[config.mk]
export PLATFORM = sky130hd
export DESIGN_NAME = hazard_ctrl_flat
export DESIGN_NICKNAME = d
export VERILOG_FILES = /design/src/rtl/hazard_ctrl_if.sv /design/src/rtl/hazard_ctrl.sv /design/src/flat_wrapper.sv
export SDC_FILE = /design/constraint.sdc
export NUM_CORES = 1
export LEC_CHECK = 0
export BUFFER_PORTS_ARGS = -buffer_cell sky130_fd_sc_hd__buf_2
export CORE_UTILIZATION = 45
export CTS_CLUSTER_SIZE = 24
export DETAILED_ROUTE_END_ITERATION = 10
export GPL_ROUTABILITY_DRIVEN = 0
export PLACE_DENSITY = 0.73
export SLEW_MARGIN = 20
export SYNTH_ARGS = -nofsm -noshare
export SYNTH_HDL_FRONTEND = slang
export SYNTH_SLANG_ARGS = --single-unit
[constraint.sdc]
create_clock -name clk -period 3 [get_ports clk]
set_input_delay 0.15 -clock clk [delete_from_list [all_inputs] [get_ports clk]]
set_output_delay 0.15 -clock clk [all_outputs]
set_load 0.005 [all_outputs]
[src/rtl/hazard_ctrl_if.sv]
// Hazard-control bundle: ID/EX/MEM status in, stage-register control, operand
// selects and event counters out.
interface hazard_ctrl_if #(
  parameter int CNT_W = 16
);
  logic             id_valid;
  logic [4:0]       id_rs;
  logic [4:0]       id_rt;
  logic             id_use_rs;
  logic             id_use_rt;
  logic             id_RegWrite;
  logic             id_MemRead;
  logic [4:0]       id_WriteRegAddr;
  logic             id_jump;
  logic             ex_branch_taken;
  logic             mem_busy;

  logic             pc_hold;
  logic [1:0]       IFIDop;
  logic [1:0]       IDEXop;
  logic [1:0]       EXMEMop;
  logic [1:0]       busAMUX;
  logic [1:0]       busBMUX;
  logic [CNT_W-1:0] stall_cnt;
  logic [CNT_W-1:0] flush_cnt;

  modport master (
    output id_valid, id_rs, id_rt, id_use_rs, id_use_rt, id_RegWrite,
           id_MemRead, id_WriteRegAddr, id_jump, ex_branch_taken, mem_busy,
    input  pc_hold, IFIDop, IDEXop, EXMEMop, busAMUX, busBMUX,
           stall_cnt, flush_cnt
  );

  modport slave (
    input  id_valid, id_rs, id_rt, id_use_rs, id_use_rt, id_RegWrite,
           id_MemRead, id_WriteRegAddr, id_jump, ex_branch_taken, mem_busy,
    output pc_hold, IFIDop, IDEXop, EXMEMop, busAMUX, busBMUX,
           stall_cnt, flush_cnt
  );
endinterface

[src/rtl/hazard_ctrl.sv]
// Pipeline hazard controller: EX/MEM/WB scoreboard, load-use stall, branch/jump
// flush, memory-busy freeze, registered forwarding selects and saturating counters.
module hazard_ctrl #(
  parameter int CNT_W = 16
) (
  input  logic          clk,
  input  logic          reset,
  hazard_ctrl_if.slave  hz
);

  typedef struct packed {
    logic       valid;
    logic       rw;
    logic       mr;
    logic [4:0] dest;
  } slot_t;

  typedef enum logic [1:0] {
    OP_ADV  = 2'd0,
    OP_BUB  = 2'd1,
    OP_HOLD = 2'd2
  } op_e;

  typedef enum logic [1:0] {
    SEL_RF    = 2'd0,
    SEL_EXMEM = 2'd1,
    SEL_WB    = 2'd2
  } sel_e;

  slot_t            ex_q, ex_d, mem_q, mem_d, wb_q, wb_d;
  logic [1:0]       amux_q, amux_d, bmux_q, bmux_d;
  logic [CNT_W-1:0] stall_q, stall_d, flush_q, flush_d;

  logic lu, take_br, take_lu, take_jmp, busy;

  function automatic logic writes(slot_t s, logic [4:0] r);
    return s.valid && s.rw && (s.dest == r) && (r != 5'd0);
  endfunction

  // WB is never a source: the register file writes before it reads.
  function automatic logic [1:0] fwd_sel(logic use_r, logic [4:0] r,
                                         slot_t ex, slot_t mem);
    if (!use_r)            return SEL_RF;
    else if (writes(ex, r))  return SEL_EXMEM;
    else if (writes(mem, r)) return SEL_WB;
    else                   return SEL_RF;
  endfunction

  function automatic logic [CNT_W-1:0] sat_inc(logic [CNT_W-1:0] c, logic inc);
    return (inc && !(&c)) ? c + CNT_W'(1) : c;
  endfunction

  always_comb begin
    lu = hz.id_valid && ex_q.mr &&
         ((hz.id_use_rs && writes(ex_q, hz.id_rs)) ||
          (hz.id_use_rt && writes(ex_q, hz.id_rt)));
    busy     = hz.mem_busy;
    take_br  = !busy && hz.ex_branch_taken;
    take_lu  = !busy && !hz.ex_branch_taken && lu;
    take_jmp = !busy && !hz.ex_branch_taken && !lu && hz.id_jump;
  end

  // Stage-register control; reset forces the quiet "advance" pattern.
  always_comb begin
    hz.pc_hold = 1'b0;
    hz.IFIDop  = OP_ADV;
    hz.IDEXop  = OP_ADV;
    hz.EXMEMop = OP_ADV;
    if (!reset) begin
      if (busy) begin
        hz.pc_hold = 1'b1;
        hz.IFIDop  = OP_HOLD;
        hz.IDEXop  = OP_HOLD;
        hz.EXMEMop = OP_HOLD;
      end else if (take_br) begin
        hz.IFIDop  = OP_BUB;
        hz.IDEXop  = OP_BUB;
      end else if (take_lu) begin
        hz.pc_hold = 1'b1;
        hz.IFIDop  = OP_HOLD;
        hz.IDEXop  = OP_BUB;
      end else if (take_jmp) begin
        hz.IFIDop  = OP_BUB;
      end
    end
  end

  always_comb begin
    ex_d   = ex_q;
    mem_d  = mem_q;
    wb_d   = wb_q;
    amux_d = amux_q;
    bmux_d = bmux_q;
    if (!busy) begin
      wb_d  = mem_q;
      mem_d = ex_q;
      if (take_br || take_lu) begin
        ex_d   = '0;
        amux_d = SEL_RF;
        bmux_d = SEL_RF;
      end else begin
        ex_d   = '{valid: hz.id_valid, rw: hz.id_RegWrite,
                   mr: hz.id_MemRead, dest: hz.id_WriteRegAddr};
        amux_d = fwd_sel(hz.id_use_rs, hz.id_rs, ex_q, mem_q);
        bmux_d = fwd_sel(hz.id_use_rt, hz.id_rt, ex_q, mem_q);
      end
    end
    stall_d = sat_inc(stall_q, busy || take_lu);
    flush_d = sat_inc(flush_q, take_br || take_jmp);
  end

  always_ff @(posedge clk) begin
    if (reset) begin
      ex_q    <= '0;
      mem_q   <= '0;
      wb_q    <= '0;
      amux_q  <= SEL_RF;
      bmux_q  <= SEL_RF;
      stall_q <= '0;
      flush_q <= '0;
    end else begin
      ex_q    <= ex_d;
      mem_q   <= mem_d;
      wb_q    <= wb_d;
      amux_q  <= amux_d;
      bmux_q  <= bmux_d;
      stall_q <= stall_d;
      flush_q <= flush_d;
    end
  end

  assign hz.busAMUX   = amux_q;
  assign hz.busBMUX   = bmux_q;
  assign hz.stall_cnt = stall_q;
  assign hz.flush_cnt = flush_q;

endmodule

[src/flat_wrapper.sv]
// flat-port wrapper written by rule: the top's interface ports become plain ports
module hazard_ctrl_flat 
#(
  parameter int CNT_W = 16
)
  (clk, reset, hz_id_valid, hz_id_rs, hz_id_rt, hz_id_use_rs, hz_id_use_rt, hz_id_RegWrite, hz_id_MemRead, hz_id_WriteRegAddr, hz_id_jump, hz_ex_branch_taken, hz_mem_busy, hz_pc_hold, hz_IFIDop, hz_IDEXop, hz_EXMEMop, hz_busAMUX, hz_busBMUX, hz_stall_cnt, hz_flush_cnt);
  hazard_ctrl_if #(.CNT_W(CNT_W)) hz_i ();
  input  logic clk;
  input  logic reset;
  input wire logic [$bits(hz_i.id_valid)-1:0] hz_id_valid;
  input wire logic [$bits(hz_i.id_rs)-1:0] hz_id_rs;
  input wire logic [$bits(hz_i.id_rt)-1:0] hz_id_rt;
  input wire logic [$bits(hz_i.id_use_rs)-1:0] hz_id_use_rs;
  input wire logic [$bits(hz_i.id_use_rt)-1:0] hz_id_use_rt;
  input wire logic [$bits(hz_i.id_RegWrite)-1:0] hz_id_RegWrite;
  input wire logic [$bits(hz_i.id_MemRead)-1:0] hz_id_MemRead;
  input wire logic [$bits(hz_i.id_WriteRegAddr)-1:0] hz_id_WriteRegAddr;
  input wire logic [$bits(hz_i.id_jump)-1:0] hz_id_jump;
  input wire logic [$bits(hz_i.ex_branch_taken)-1:0] hz_ex_branch_taken;
  input wire logic [$bits(hz_i.mem_busy)-1:0] hz_mem_busy;
  output wire logic [$bits(hz_i.pc_hold)-1:0] hz_pc_hold;
  output wire logic [$bits(hz_i.IFIDop)-1:0] hz_IFIDop;
  output wire logic [$bits(hz_i.IDEXop)-1:0] hz_IDEXop;
  output wire logic [$bits(hz_i.EXMEMop)-1:0] hz_EXMEMop;
  output wire logic [$bits(hz_i.busAMUX)-1:0] hz_busAMUX;
  output wire logic [$bits(hz_i.busBMUX)-1:0] hz_busBMUX;
  output wire logic [$bits(hz_i.stall_cnt)-1:0] hz_stall_cnt;
  output wire logic [$bits(hz_i.flush_cnt)-1:0] hz_flush_cnt;
  assign hz_i.id_valid = hz_id_valid;
  assign hz_i.id_rs = hz_id_rs;
  assign hz_i.id_rt = hz_id_rt;
  assign hz_i.id_use_rs = hz_id_use_rs;
  assign hz_i.id_use_rt = hz_id_use_rt;
  assign hz_i.id_RegWrite = hz_id_RegWrite;
  assign hz_i.id_MemRead = hz_id_MemRead;
  assign hz_i.id_WriteRegAddr = hz_id_WriteRegAddr;
  assign hz_i.id_jump = hz_id_jump;
  assign hz_i.ex_branch_taken = hz_ex_branch_taken;
  assign hz_i.mem_busy = hz_mem_busy;
  assign hz_pc_hold = hz_i.pc_hold;
  assign hz_IFIDop = hz_i.IFIDop;
  assign hz_IDEXop = hz_i.IDEXop;
  assign hz_EXMEMop = hz_i.EXMEMop;
  assign hz_busAMUX = hz_i.busAMUX;
  assign hz_busBMUX = hz_i.busBMUX;
  assign hz_stall_cnt = hz_i.stall_cnt;
  assign hz_flush_cnt = hz_i.flush_cnt;
  hazard_ctrl #(.CNT_W(CNT_W)) u_core (.clk(clk), .reset(reset), .hz(hz_i));
endmodule
# After elaboration in Yosys (flattened, before gate mapping)
# Cells that the tools add are included.
[word_totals]
word_cells = 75
regBits = 51
input_bits = 25
[op_classes]
eq_ne = 4
reduce_logical = 34
mux = 24
add_sub_neg = 2
[op_table]
columns = ["op", "n"]
rows = [
  ["two-way mux 2 bit", 17],
  ["adder 16 x 1 -> 16 bit, second input constant", 2],
  ["AND reduction 16 bit", 2],
  ["logical AND 1 bit", 21],
  ["equality test 5 bit", 4],
  ["nonzero test 5 bit", 2],
  ["two-way mux 8 bit", 1],
  ["two-way mux 1 bit", 6],
  ["logical NOT 1 bit", 5],
  ["logical OR 1 bit", 4],
]

# Logic depth before layout (Yosys ltp)
# Gate-level depths: netlist of the first run.
[logic_depth]
depth_word = 14
ltp_mapped = 10
depth_no_buf = 8

# Least setup slack after synthesis of the first run
# Ideal clock, no wire load.
[synth_timing]
kind = "register to register"
from = "register u_core.flush_q[0], in the netlist u_core.hz.flush_cnt[0]"
to = "register u_core.flush_q[1], in the netlist u_core.hz.flush_cnt[1]"
slack_ns = 0.858
n_path_buf = 2
period_less_slack_ns = 2.142
setup_time_ns = 0.128
path_stages_with_launch = 11
arrival_time_ns = 2.015
path_cell_list = "dfxtp_1 > ha_1 > nand3_1 > nor2_1 > nand3_1 > o21ai_1 > and2_4 > buf_6 > buf_2 > mux2i_1 > nor2_1"
[synth_between]
elab_chain_len = 3
word_cells_on_any_way = 4
[synth_rtl]
columns = ["element", "line", "rtl"]
rows = [
  ["from (decl)", "hazard_ctrl.sv:32", "logic [CNT_W-1:0] stall_q, stall_d, flush_q, flush_d;"],
  ["from (signal assigned)", "hazard_ctrl.sv:128", "flush_q <= flush_d;"],
  ["branches (longest 3 deep; another with adder 16 x 1 -> 16 bit)", "n/a", ""],
]
# Parallel ways; which one is timed is not known.
# A chain may end at the register's enable or synchronous reset.

# Worst setup path in the final report of the first run
[layout_timing]
from = "register u_core.ex_q[1] in the netlist's numbering"
to = "output hz_IFIDop[1]"
[layout_between]
elab_chain_len = 11
word_cells_on_any_way = 15
[layout_rtl]
columns = ["element", "line", "rtl"]
rows = [
  ["from (decl)", "hazard_ctrl.sv:30", "slot_t ex_q, ex_d, mem_q, mem_d, wb_q, wb_d;"],
  ["from (signal assigned)", "hazard_ctrl.sv:114", "ex_q <= '0;"],
  ["from (signal assigned)", "hazard_ctrl.sv:122", "ex_q <= ex_d;"],
  ["equality test 5 bit", "hazard_ctrl.sv:37", "return s.valid && s.rw && (s.dest == r) && (r != 5'd0);"],
  ["logical AND 1 bit (2 in series)", "hazard_ctrl.sv:37", ""],
  ["logical AND 1 bit, on equally long branches", "hazard_ctrl.sv:55, hazard_ctrl.sv:56", ""],
  ["logical OR 1 bit *", "hazard_ctrl.sv:55", "((hz.id_use_rs && writes(ex_q, hz.id_rs)) ||"],
  ["logical AND 1 bit *", "hazard_ctrl.sv:54", "lu = hz.id_valid && ex_q.mr &&"],
  ["logical AND 1 bit *", "hazard_ctrl.sv:59", "take_lu = !busy && !hz.ex_branch_taken && lu;"],
  ["two-way mux 2 bit *", "hazard_ctrl.sv:78", "end else if (take_lu) begin"],
  ["two-way mux 2 bit *", "hazard_ctrl.sv:75", "end else if (take_br) begin"],
  ["two-way mux 2 bit *", "hazard_ctrl.sv:70", "if (busy) begin"],
  ["two-way mux 2 bit *", "hazard_ctrl.sv:69", "if (!reset) begin"],
  ["to (decl)", "flat_wrapper.sv:22", "output wire logic [$bits(hz_i.IFIDop)-1:0] hz_IFIDop;"],
]
# Mark *: on every way between the ends. The rest lies on a longest branch, timed or not.

==> metrics, run 1 <==
RSZ-0062 raised after global routing false; Tmin final ~2.5 ns; Iter 0 DRT Violations 85; Finished Layout Cells 425; vias in the first global route 2,116; Int Pwr around 0.91 mW; Yosys top cell area share between 30% and 40%; initial antenna violation count 0; setup violation total in the final timing report 0; nets roughly 380; average size of a mapped cell approximately 9 um^2; Ant. Diodes 0; die width about 78 um; Worst EP arrival 2.35 ns; Synth Instances 291; area grow syn2layout 17.9%; DRC errors left 0; Setup CP Type flop to primary output; Rel. slew slack 30.1%; Via Count 2,274; area of the core 5510 um^2; share of cells above drive strength 1 24.6%; total wire length 5520 um; H-tree depth 2; sequential fraction of the synthesis area ~40%; count leader, synth dfxtp_1; largest net degree at the start of global routing 30; clock root cell clkbuf_8; Max Cap Viol 0; CP required between 2 and 3 ns; PD cells ~410 nW/um^2; TritonCTS buffer count 5; cts-stage hold buffer count 0; Rows 27; area of the multi-input gates 1460 um^2; Leak Pwr 1.30 nW; Hold Path Class input pin to flop; WL per Instance 13.0 um; ranking of synthesized cells by area dfxtp_1 40%, xor2_1 8.5%, nor2_1 5.2%; sw frac 26.0%; post-synthesis register bit count 51; CTS Buffer Depth 2; Antenna Nets Post-Route 0; synthesized area 2570 um^2; # fillers 509; first-pass GRT wire length 9650 um; CTS tree done; gr usage total 19.7%; slew of the pin with the lowest slew margin 1.04 ns; main flop type after synthesis dfxtp_1; syn_nets between 300 and 400; Startpoint Class flop; EDFF count, synth 0; initial core utilization 46.8%; top post-synthesis cells by count 51 x dfxtp_1, 36 x nor2_1, 25 x xor2_1; fin crit share 83.3%; Buffers on Ports 66; die area 6030 um^2; post-placement cell count around 420; height of the die between 70 and 80 um; Comb pwr share between 10% and 20%; post-cts resize count 0; pre-CTS WS 0.517 ns; worst skew pair latency 0.31 ns; final worst slack ~0.50 ns; num ports 68; hold_ws about 0.044 ns; total of warnings raised by yosys 0; Slew Limit Fails 0; share of power burned in the clock network 32.5%; crit path max fanout 13; Setup crit end kind primary output; FF/Latch Area 1020 um^2; setup bufs post-CTS 0; Via density 5.35; post-route setup TNS 0 ns; cell accounting for the most synthesized area dfxtp_1; clock-pin slew of the registers on the worst-case setup and hold paths ~0.1 ns; VDD IR-drop max 0.000227 V; post-DP HPWL between 4000 and 5000 um; outcome completed; asr flop ratio synth 0%; Clock Skews about 0.014 ns; Synth cell types 48; Seq pwr share approximately 57%; switching power 0.320 mW; Initial DRT Pass Iterations 4; total gr overflow 0; Clock Sink Count 51; Final Hold Fails 0; Fmax 400 MHz
## flip-flops by register name, indices dropped and copies added (netlist names)
signal,flops
u_core.hz.busBMUX,2
u_core.ex_q,8
u_core.hz.stall_cnt,16
u_core.hz.busAMUX,2
u_core.mem_q,7
u_core.hz.flush_cnt,16
## path summary, 6_finish.rpt
| path | start | endpoint | slack [ns] | cells past startpoint |
|---|---|---|---|---|
| worst min-delay path | hz_id_WriteRegAddr[2] | u_core.ex_q[2]$_SDFFE_PP0N_ | 0.04 | 2 |
| worst min register to register | u_core.hz.busAMUX[1]$_SDFFE_PP0N_ | u_core.hz.busAMUX[1]$_SDFFE_PP0N_ | 0.44 | 2 |
| worst max register to register | u_core.ex_q[1]$_SDFFE_PP0N_ | u_core.hz.stall_cnt[9]$_SDFFE_PP0P_ | 0.53 | 8 |
| worst max-delay path | u_core.ex_q[1]$_SDFFE_PP0N_ | hz_IFIDop[1] | 0.50 | 8 |
## final cells by class
class / instances / area share, %
inverters: 4 / 0.495
clock buffers: 5 / 2.27
repair buffers: 70 / 11.9
multi-input cells: 220 / 48.0
flip-flops and latches: 51 / 33.6
well taps: 72 / 2.97
clock inverters: 3 / 0.742
## routing by layer
layer / GRT usage, % / wire [um]
met1: 25.6 / 2550
met2: 32.7 / 2650
met3: 3.65 / 221
met4: 6.60 / 89
met5: 0 / 0
## per-stage QoR
| step | utilization [%] | power (mW) | instance area, um^2 |
|---|---|---|---|
| 2_1_floorplan | - | 0.801 | 2570 |
| 3_3_place_gp | 53.5 | 0.844 | 2940 |
| 3_5_place_dp | 53.5 | 0.847 | 2940 |
| 4_1_cts | 55.1 | 1.25 | 3040 |
| 5_1_grt | 55.1 | 1.30 | 3040 |
| 6_report | 55.1 | 1.23 | 3040 |
## logic make-up after synthesis
| family | count (synthesis) | synth area share (%) |
|---|---|---|
| AND/OR/NAND/NOR | 111 | 22.8 |
| AO/OA/AOI/OAI | 58 | 15.8 |
| flip-flops | 51 | 39.7 |
| XOR/XNOR | 38 | 12.9 |
| buffers and inverters | 20 | 3.74 |
| multiplexers | 10 | 3.94 |
| adder cells (fa/ha/maj) | 2 | 0.972 |
| other | 1 | 0.146 |
## worst max-delay path, stage by stage (launching register included)
cell and delay [ns]:
dfxtp_1 0.37, xor2_1 0.18, nor4_1 0.44, nand4bb_2 0.24, a211oi_2 0.28, buf_4 0.23, nor2_1 0.06, nor2_1 0.12
buf_2 0.12
## placed cells by master (no fill, tap or decap), drive strengths merged, types with 4 or more instances in the layout
| cell type | count |
|---|---|
| mux2i | 9 |
| o211ai | 5 |
| nor2 | 36 |
| or3 | 9 |
| nor2b | 5 |
| xnor2 | 13 |
| o2111ai | 6 |
| clkbuf | 5 |
| nor3 | 4 |
| xor2 | 25 |
| nand3 | 9 |
| o21ai | 14 |
| a22o | 8 |
| inv | 5 |
| buf | 70 |
| a211oi | 5 |
| and3 | 10 |
| nor4 | 4 |
| a21oi | 12 |
| nand4 | 4 |
| dfxtp | 51 |
| nand2 | 20 |
## power groups by stage
stage / clock (mW) / combinational [mW] / sequential [mW]
3_5_place_dp: 0 / 0.125 / 0.722
2_1_floorplan: 0 / 0.0815 / 0.719
4_1_cts: 0.414 / 0.126 / 0.706
5_1_grt: 0.452 / 0.141 / 0.709
3_3_place_gp: 0 / 0.123 / 0.721
6_report: 0.401 / 0.125 / 0.706
Note: power is estimated with default switching activity, not from simulation.
==> run 2: changes to the inputs <==
Settings changed: ABC_AREA set to 1, PLACE_DENSITY 0.73 to 0.71.
Clock period 3 ns to 2.55 ns, I/O delays scaled along.
==> run 2 against run 1 <==
The run now ends with DRC left; die area rose by 17%; critical path depth rose by 3; register-to-register slack barely moved; sequential power rose by 16%; non-clock buffer count did not move; first-iteration DRC count rose by 81%; count of clock-buffer cells in the layout rose by 1; via count rose by 39%; critical path type unchanged; critical endpoint is now hz_IDEXop[0]; largest cell class unchanged.
==> metrics, run 2 <==
CP required 2.42 ns; vias in the first global route between 2,000 and 3,000; TritonCTS buffer count 5; Ant. Diodes 0; failing checks DRC; Post-Synth Simple-Gate Area 40.5%; adder-cell share of the synthesized area 0.824%; initial antenna violation count 0; main flop type after synthesis dfxtp_1; commonest cells after routing, fill and taps aside 119 x nand2_1, 66 x buf_2, 64 x inv_1; cts-stage hold buffer count 0; Buffers on Ports 66; Clock Sink Count 51; share of power burned in the clock network 32.5%; Final Power 1.45 mW; clock-pin slew of the registers on the worst-case setup and hold paths 0.09 ns; total of warnings raised by yosys 0; VDD IR-drop max 0.000235 V; start point of the critical path u_core.ex_q[0]$_SDFFE_PP0N_; CTS Buffer Depth 2; count leader, synth nand2_1; gr usage total 21.5%; Setup CP Type flop to primary output; hold path depth 3; Via density 5.21; post-route setup TNS 0 ns; average size of a mapped cell 6.47 um^2; H-tree depth 2; top post-synthesis cells by count 119 x nand2_1, 64 x inv_1, 59 x nor2_1; first-pass GRT wire length 12,600 um; Slew Limit Fails 0; post-synthesis register bit count 51; Yosys top cell area share roughly 34%; most common cell after layout, fill and taps aside nand2_1; syn_nets approximately 500; EDFF count, synth 0; Final Hold Fails 0; asr flop ratio synth 0%; Fmax 462 MHz; Setup crit end kind primary output; Seq pwr share 56.6%; largest net degree at the start of global routing 25; total gr overflow 0; share of cells above drive strength 1 17.5%; Int Pwr roughly 1.1 mW; ranking of synthesized cells by area dfxtp_1 34%, nand2_1 15%, inv_1 7.9%; Max Cap Viol 0; hold_sp hz_id_MemRead; switching power 0.372 mW; Startpoint Class flop; Synth Instances 469; post-DP HPWL 5590 um; setup bufs post-CTS 0; Initial DRT Pass Iterations 7; area of the core 6420 um^2; Leak Pwr between 1.5 and 2 nW; worst skew pair latency 0.30 ns; Rows 29; Iter 0 DRT Violations 154; Synth cell types 35; Compound-Gate Fraction of Synth Area 8.16%; total wire length 7380 um; post-synthesis mux area share 0%; sequential fraction of the synthesis area 33.6%; initial core utilization approximately 47%; Tmin final between 2 and 2.5 ns; synthesized area 3040 um^2; num ports 68; CTS tree done; Worst Reg-to-Reg Cells 11; worst flop-to-flop path startpoint u_core.hz.stall_cnt[0]$_SDFFE_PP0P_; Antenna Nets Post-Route 0; nets 558; clock root cell clkbuf_8; XOR/XNOR Fraction of Synth Area 5.48%; crit path max fanout 9; post-cts resize count 0; area grow syn2layout 15.0%; Via Count 3,166; Hold Path Class input pin to flop; PD cells slightly above 400 nW/um^2; setup violation total in the final timing report 0; RSZ-0062 raised after global routing false; cell accounting for the most synthesized area dfxtp_1; outcome finished, violations left; DRC errors left 6; main combinational cell family by area after synthesis simple AND/OR/NAND/NOR gates; die width 84.1 um; height of the die 84.1 um; Clock Skews roughly 0.012 ns; WL per Instance 12.1 um; Comb pwr share a little over a tenth; Worst EP arrival about 2 ns; sw frac 25.6%; die area 7080 um^2; fin crit share 84.9%
## run 2: changes by cell type after synthesis, moves of 6 or more
cell,delta
a22o_1,-8
and3_1,-10
inv_1,+60
mux2i_1,-9
nand2_1,+99
nand3_1,+32
nand4_1,+18
nor2_1,+23
o22ai_1,+12
or3_1,-9
xnor2_1,-6
xor2_1,-13
## run 2: worst max-delay path: stages (launching register included)
cell	delay, ns
dfxtp_1	0.36
inv_1	0.09
nand2_1	0.07
nand3b_1	0.08
nor2_1	0.17
nand3_2	0.11
nand2_2	0.10
nand2_1	0.11
nand2_1	0.10
clkinv_1	0.25
nor2_1	0.16
buf_2	0.12
## run 2: final cells by class
cell class / count / area [um^2]
fillers: 652 / 2930
flip-flops and latches: 51 / 1020
clock buffers: 6 / 82.6
repair buffers: 70 / 360
well taps: 77 / 96.3
multi-input cells: 335 / 1670
clock inverters: 1 / 5.00
inverters: 68 / 255
## run 2: per-stage QoR
stage / setup WS, ns / cell area (um^2) / hold slack, ns / utilization [%] / cells
after floorplan: 0.887 / 3040 / 0.259 / - / 469
after global placement: 0.671 / 3410 / 0.350 / 53.0 / 601
after detailed placement: 0.554 / 3410 / 0.356 / 53.0 / 601
after CTS: 0.372 / 3490 / 0.0303 / 54.4 / 608
after global routing: 0.0562 / 3490 / 0.0584 / 54.4 / 608
final: 0.385 / 3490 / 0.0360 / 54.4 / 608
## run 2: final timing paths
path                                         endpoint  slack, ns
hold reg to reg     u_core.hz.busBMUX[1]$_SDFFE_PP0N_       0.45
setup reg to reg  u_core.hz.stall_cnt[0]$_SDFFE_PP0P_       0.52
hold / removal            u_core.ex_q[5]$_SDFFE_PP0N_       0.04
setup / recovery                         hz_IDEXop[0]       0.38
## run 2: kinds of logic (layout without fill, tap and decap cells)
kind of cell,Yosys count,count (layout)
flip-flops,51,51
XOR/XNOR,19,19
adder cells (fa/ha/maj),2,2
AND/OR/NAND/NOR,270,270
AO/OA/AOI/OAI,43,43
other,1,1
buffers and inverters,83,145
## run 2: routing by layer
metal	track usage, %	up-vias	share of wire (%)	wire, um
met4	6.27	0	0.77	57
li1	-	1624	-	-
met5	0	-	0	0
met1	30.0	1444	49	3600
met2	34.4	92	45	3290
met3	3.44	6	5.9	437
## run 2: power by group through the flow
stage / logic, mW / clock network [mW] / registers (mW)
floorplan: 0.0991 / 0 / 0.839
detailed placement: 0.155 / 0 / 0.841
global placement: 0.154 / 0 / 0.840
global route: 0.175 / 0.524 / 0.825
CTS: 0.156 / 0.493 / 0.822
finish: 0.157 / 0.472 / 0.822
==> run 3: changes to the inputs <==
Clock period 2.55 ns to 2.1 ns, I/O delays scaled along.
==> run 3 against run 2 <==
The flow still finishes with violations (DRC); worst setup slack worse by 0.25 ns; register-to-register slack worse by 0.35 ns; wire length is 5.0% higher; global-route usage is 1.2 points higher; design area is 4.8% higher; critical path type unchanged; critical endpoint is now hz_IFIDop[1]; largest cell class unchanged.
==> metrics, run 3 (synthesis results as in run 2) <==
num ports 68; worst flop-to-flop path startpoint u_core.ex_q[0]$_SDFFE_PP0N_; Clock Sink Count between 50 and 60; Seq pwr share around 55%; most common cell after layout, fill and taps aside nand2_1; PD cells 497 nW/um^2; total wire length 7750 um; sw frac 25.3%; commonest cells after routing, fill and taps aside 119 x nand2_1, 66 x buf_2, 63 x inv_1; Layout Utilization 57.0%; Startpoint Class flop; Setup CP Type flop to primary output; first-pass GRT wire length 13,200 um; initial core utilization a little under half; die area 7080 um^2; outcome finished, violations left; Rel. slew slack 57.2%; height of the die between 80 and 90 um; cts-stage hold buffer count 0; # fillers 642; crit path max fanout 8; H-tree depth 2; Buffers on Ports 66; hold path depth 3; Worst EP arrival 1.86 ns; VDD IR-drop max 0.000346 V; die width 84.1 um; area grow syn2layout 20.5%; Initial DRT Pass Iterations 7; R2R setup slack ~0.17 ns; worst skew pair latency approximately 0.30 ns; RSZ-0062 raised after global routing false; Final Hold Fails 0; Worst Reg-to-Reg Cells 12; Int Pwr between 1 and 1.5 mW; CTS Buffer Depth 2; area of the core 6420 um^2; Comb pwr share 10.9%; failing checks DRC; clock-pin slew of the registers on the worst-case setup and hold paths 0.09 ns; post-DP HPWL a little under 6000 um; CTS tree done; Leak Pwr 1.70 nW; nets between 500 and 600; gr usage total 22.7%; TritonCTS buffer count 5; Via Count 3,249; total gr overflow 0; Iter 0 DRT Violations 190; Tmin final ~2.0 ns; slew of the pin with the lowest slew margin 0.640 ns; Crit Reg-Reg Endpoint u_core.hz.stall_cnt[1]$_SDFFE_PP0P_; post-route setup TNS 0 ns; setup violation total in the final timing report 0; Ant. Diodes 0; Worst Hold Path EP u_core.ex_q[5]$_SDFFE_PP0N_; fin crit share 93.7%; CP required ~2.0 ns; Antenna Nets Post-Route 0; hold_sp hz_id_MemRead; share of cells above drive strength 1 around a fifth; largest net degree at the start of global routing 20; Setup crit end kind primary output; Max Cap Viol 0; vias in the first global route between 2,000 and 3,000; Slew Limit Fails 0; Rows 29; Clock Skews roughly 0.0037 ns; WL per Instance 12.4 um; switching power ~0.46 mW; Hold Path Class input pin to flop; initial antenna violation count 0; share of power burned in the clock network ~34%; DRC errors left 6; Via density 5.21; clock root cell clkbuf_8; Fmax 508 MHz
## run 3: routing by layer
| layer | wire length (um) | GRT usage [%] | vias to the layer above |
|---|---|---|---|
| met5 | 0 | 0 | - |
| met4 | 78 | 5.02 | 0 |
| met3 | 505 | 4.03 | 8 |
| met2 | 3520 | 37.8 | 99 |
| met1 | 3650 | 30.7 | 1480 |
| li1 | - | - | 1662 |
## run 3: area by class of cell
cell class | count | area (um^2) | area share (%)
Timing Repair Buffer | 85 | 489 | 13.4
Multi-Input combinational cell | 335 | 1690 | 46.3
Inverter | 68 | 258 | 7.04
Sequential cell | 51 | 1020 | 28.0
Tap cell | 77 | 96.3 | 2.63
Clock buffer | 8 | 100 | 2.74
## run 3: per-stage QoR
stage / hold WS (ns) / power (mW) / instances / instance area (um^2) / setup WS (ns)
floorplan: 0.236 / 1.14 / 469 / 3040 / 0.437
global placement: 0.327 / 1.21 / 611 / 3480 / 0.257
detailed placement: 0.335 / 1.21 / 611 / 3480 / 0.223
CTS: 0.0178 / 1.83 / 619 / 3590 / 0.0431
global route: 0.0323 / 1.90 / 624 / 3660 / 0.00895
finish: 0.0187 / 1.82 / 624 / 3660 / 0.132
## run 3: worst max-delay path by stage
stage	depth (start not counted)	to	from
after CTS	11	hz_pc_hold	u_core.ex_q[2]$_SDFFE_PP0N_
after floorplan	10	u_core.hz.stall_cnt[4]$_SDFFE_PP0P_	u_core.hz.stall_cnt[0]$_SDFFE_PP0P_
after global routing	11	hz_IFIDop[1]	u_core.ex_q[2]$_SDFFE_PP0N_
final	10	hz_IFIDop[1]	u_core.ex_q[0]$_SDFFE_PP0N_
after global placement	13	u_core.hz.stall_cnt[0]$_SDFFE_PP0P_	u_core.ex_q[1]$_SDFFE_PP0N_
after detailed placement	11	u_core.hz.stall_cnt[0]$_SDFFE_PP0P_	u_core.hz.stall_cnt[1]$_SDFFE_PP0P_
## run 3: critical path: stages (launching register included)
cell and delay [ns]:
dfxtp_1 0.36, inv_1 0.09, nand2_1 0.06, nand3b_1 0.09
nor2_2 0.16, nand3_2 0.11, nand2_2 0.10, nand3_4 0.14
buf_6 0.17, a21oi_2 0.13, buf_2 0.13
## run 3: what timing repair did
item / in CTS / in global routing
setup endpoints to repair: 3 / 6
setup buffers: 0 / 5
cloned: 0 / 0
pin swaps: 0 / 1
resized for setup: 4 / 7
## run 3: power groups by stage
| stage | Sequential (mW) | Clock, mW | Combinational (mW) |
|---|---|---|---|
| 6_report | 0.997 | 0.622 | 0.199 |
| 5_1_grt | 1.00 | 0.684 | 0.220 |
| 4_1_cts | 0.997 | 0.638 | 0.196 |
| 3_5_place_dp | 1.02 | 0 | 0.194 |
| 3_3_place_gp | 1.02 | 0 | 0.191 |
| 2_1_floorplan | 1.02 | 0 | 0.120 |
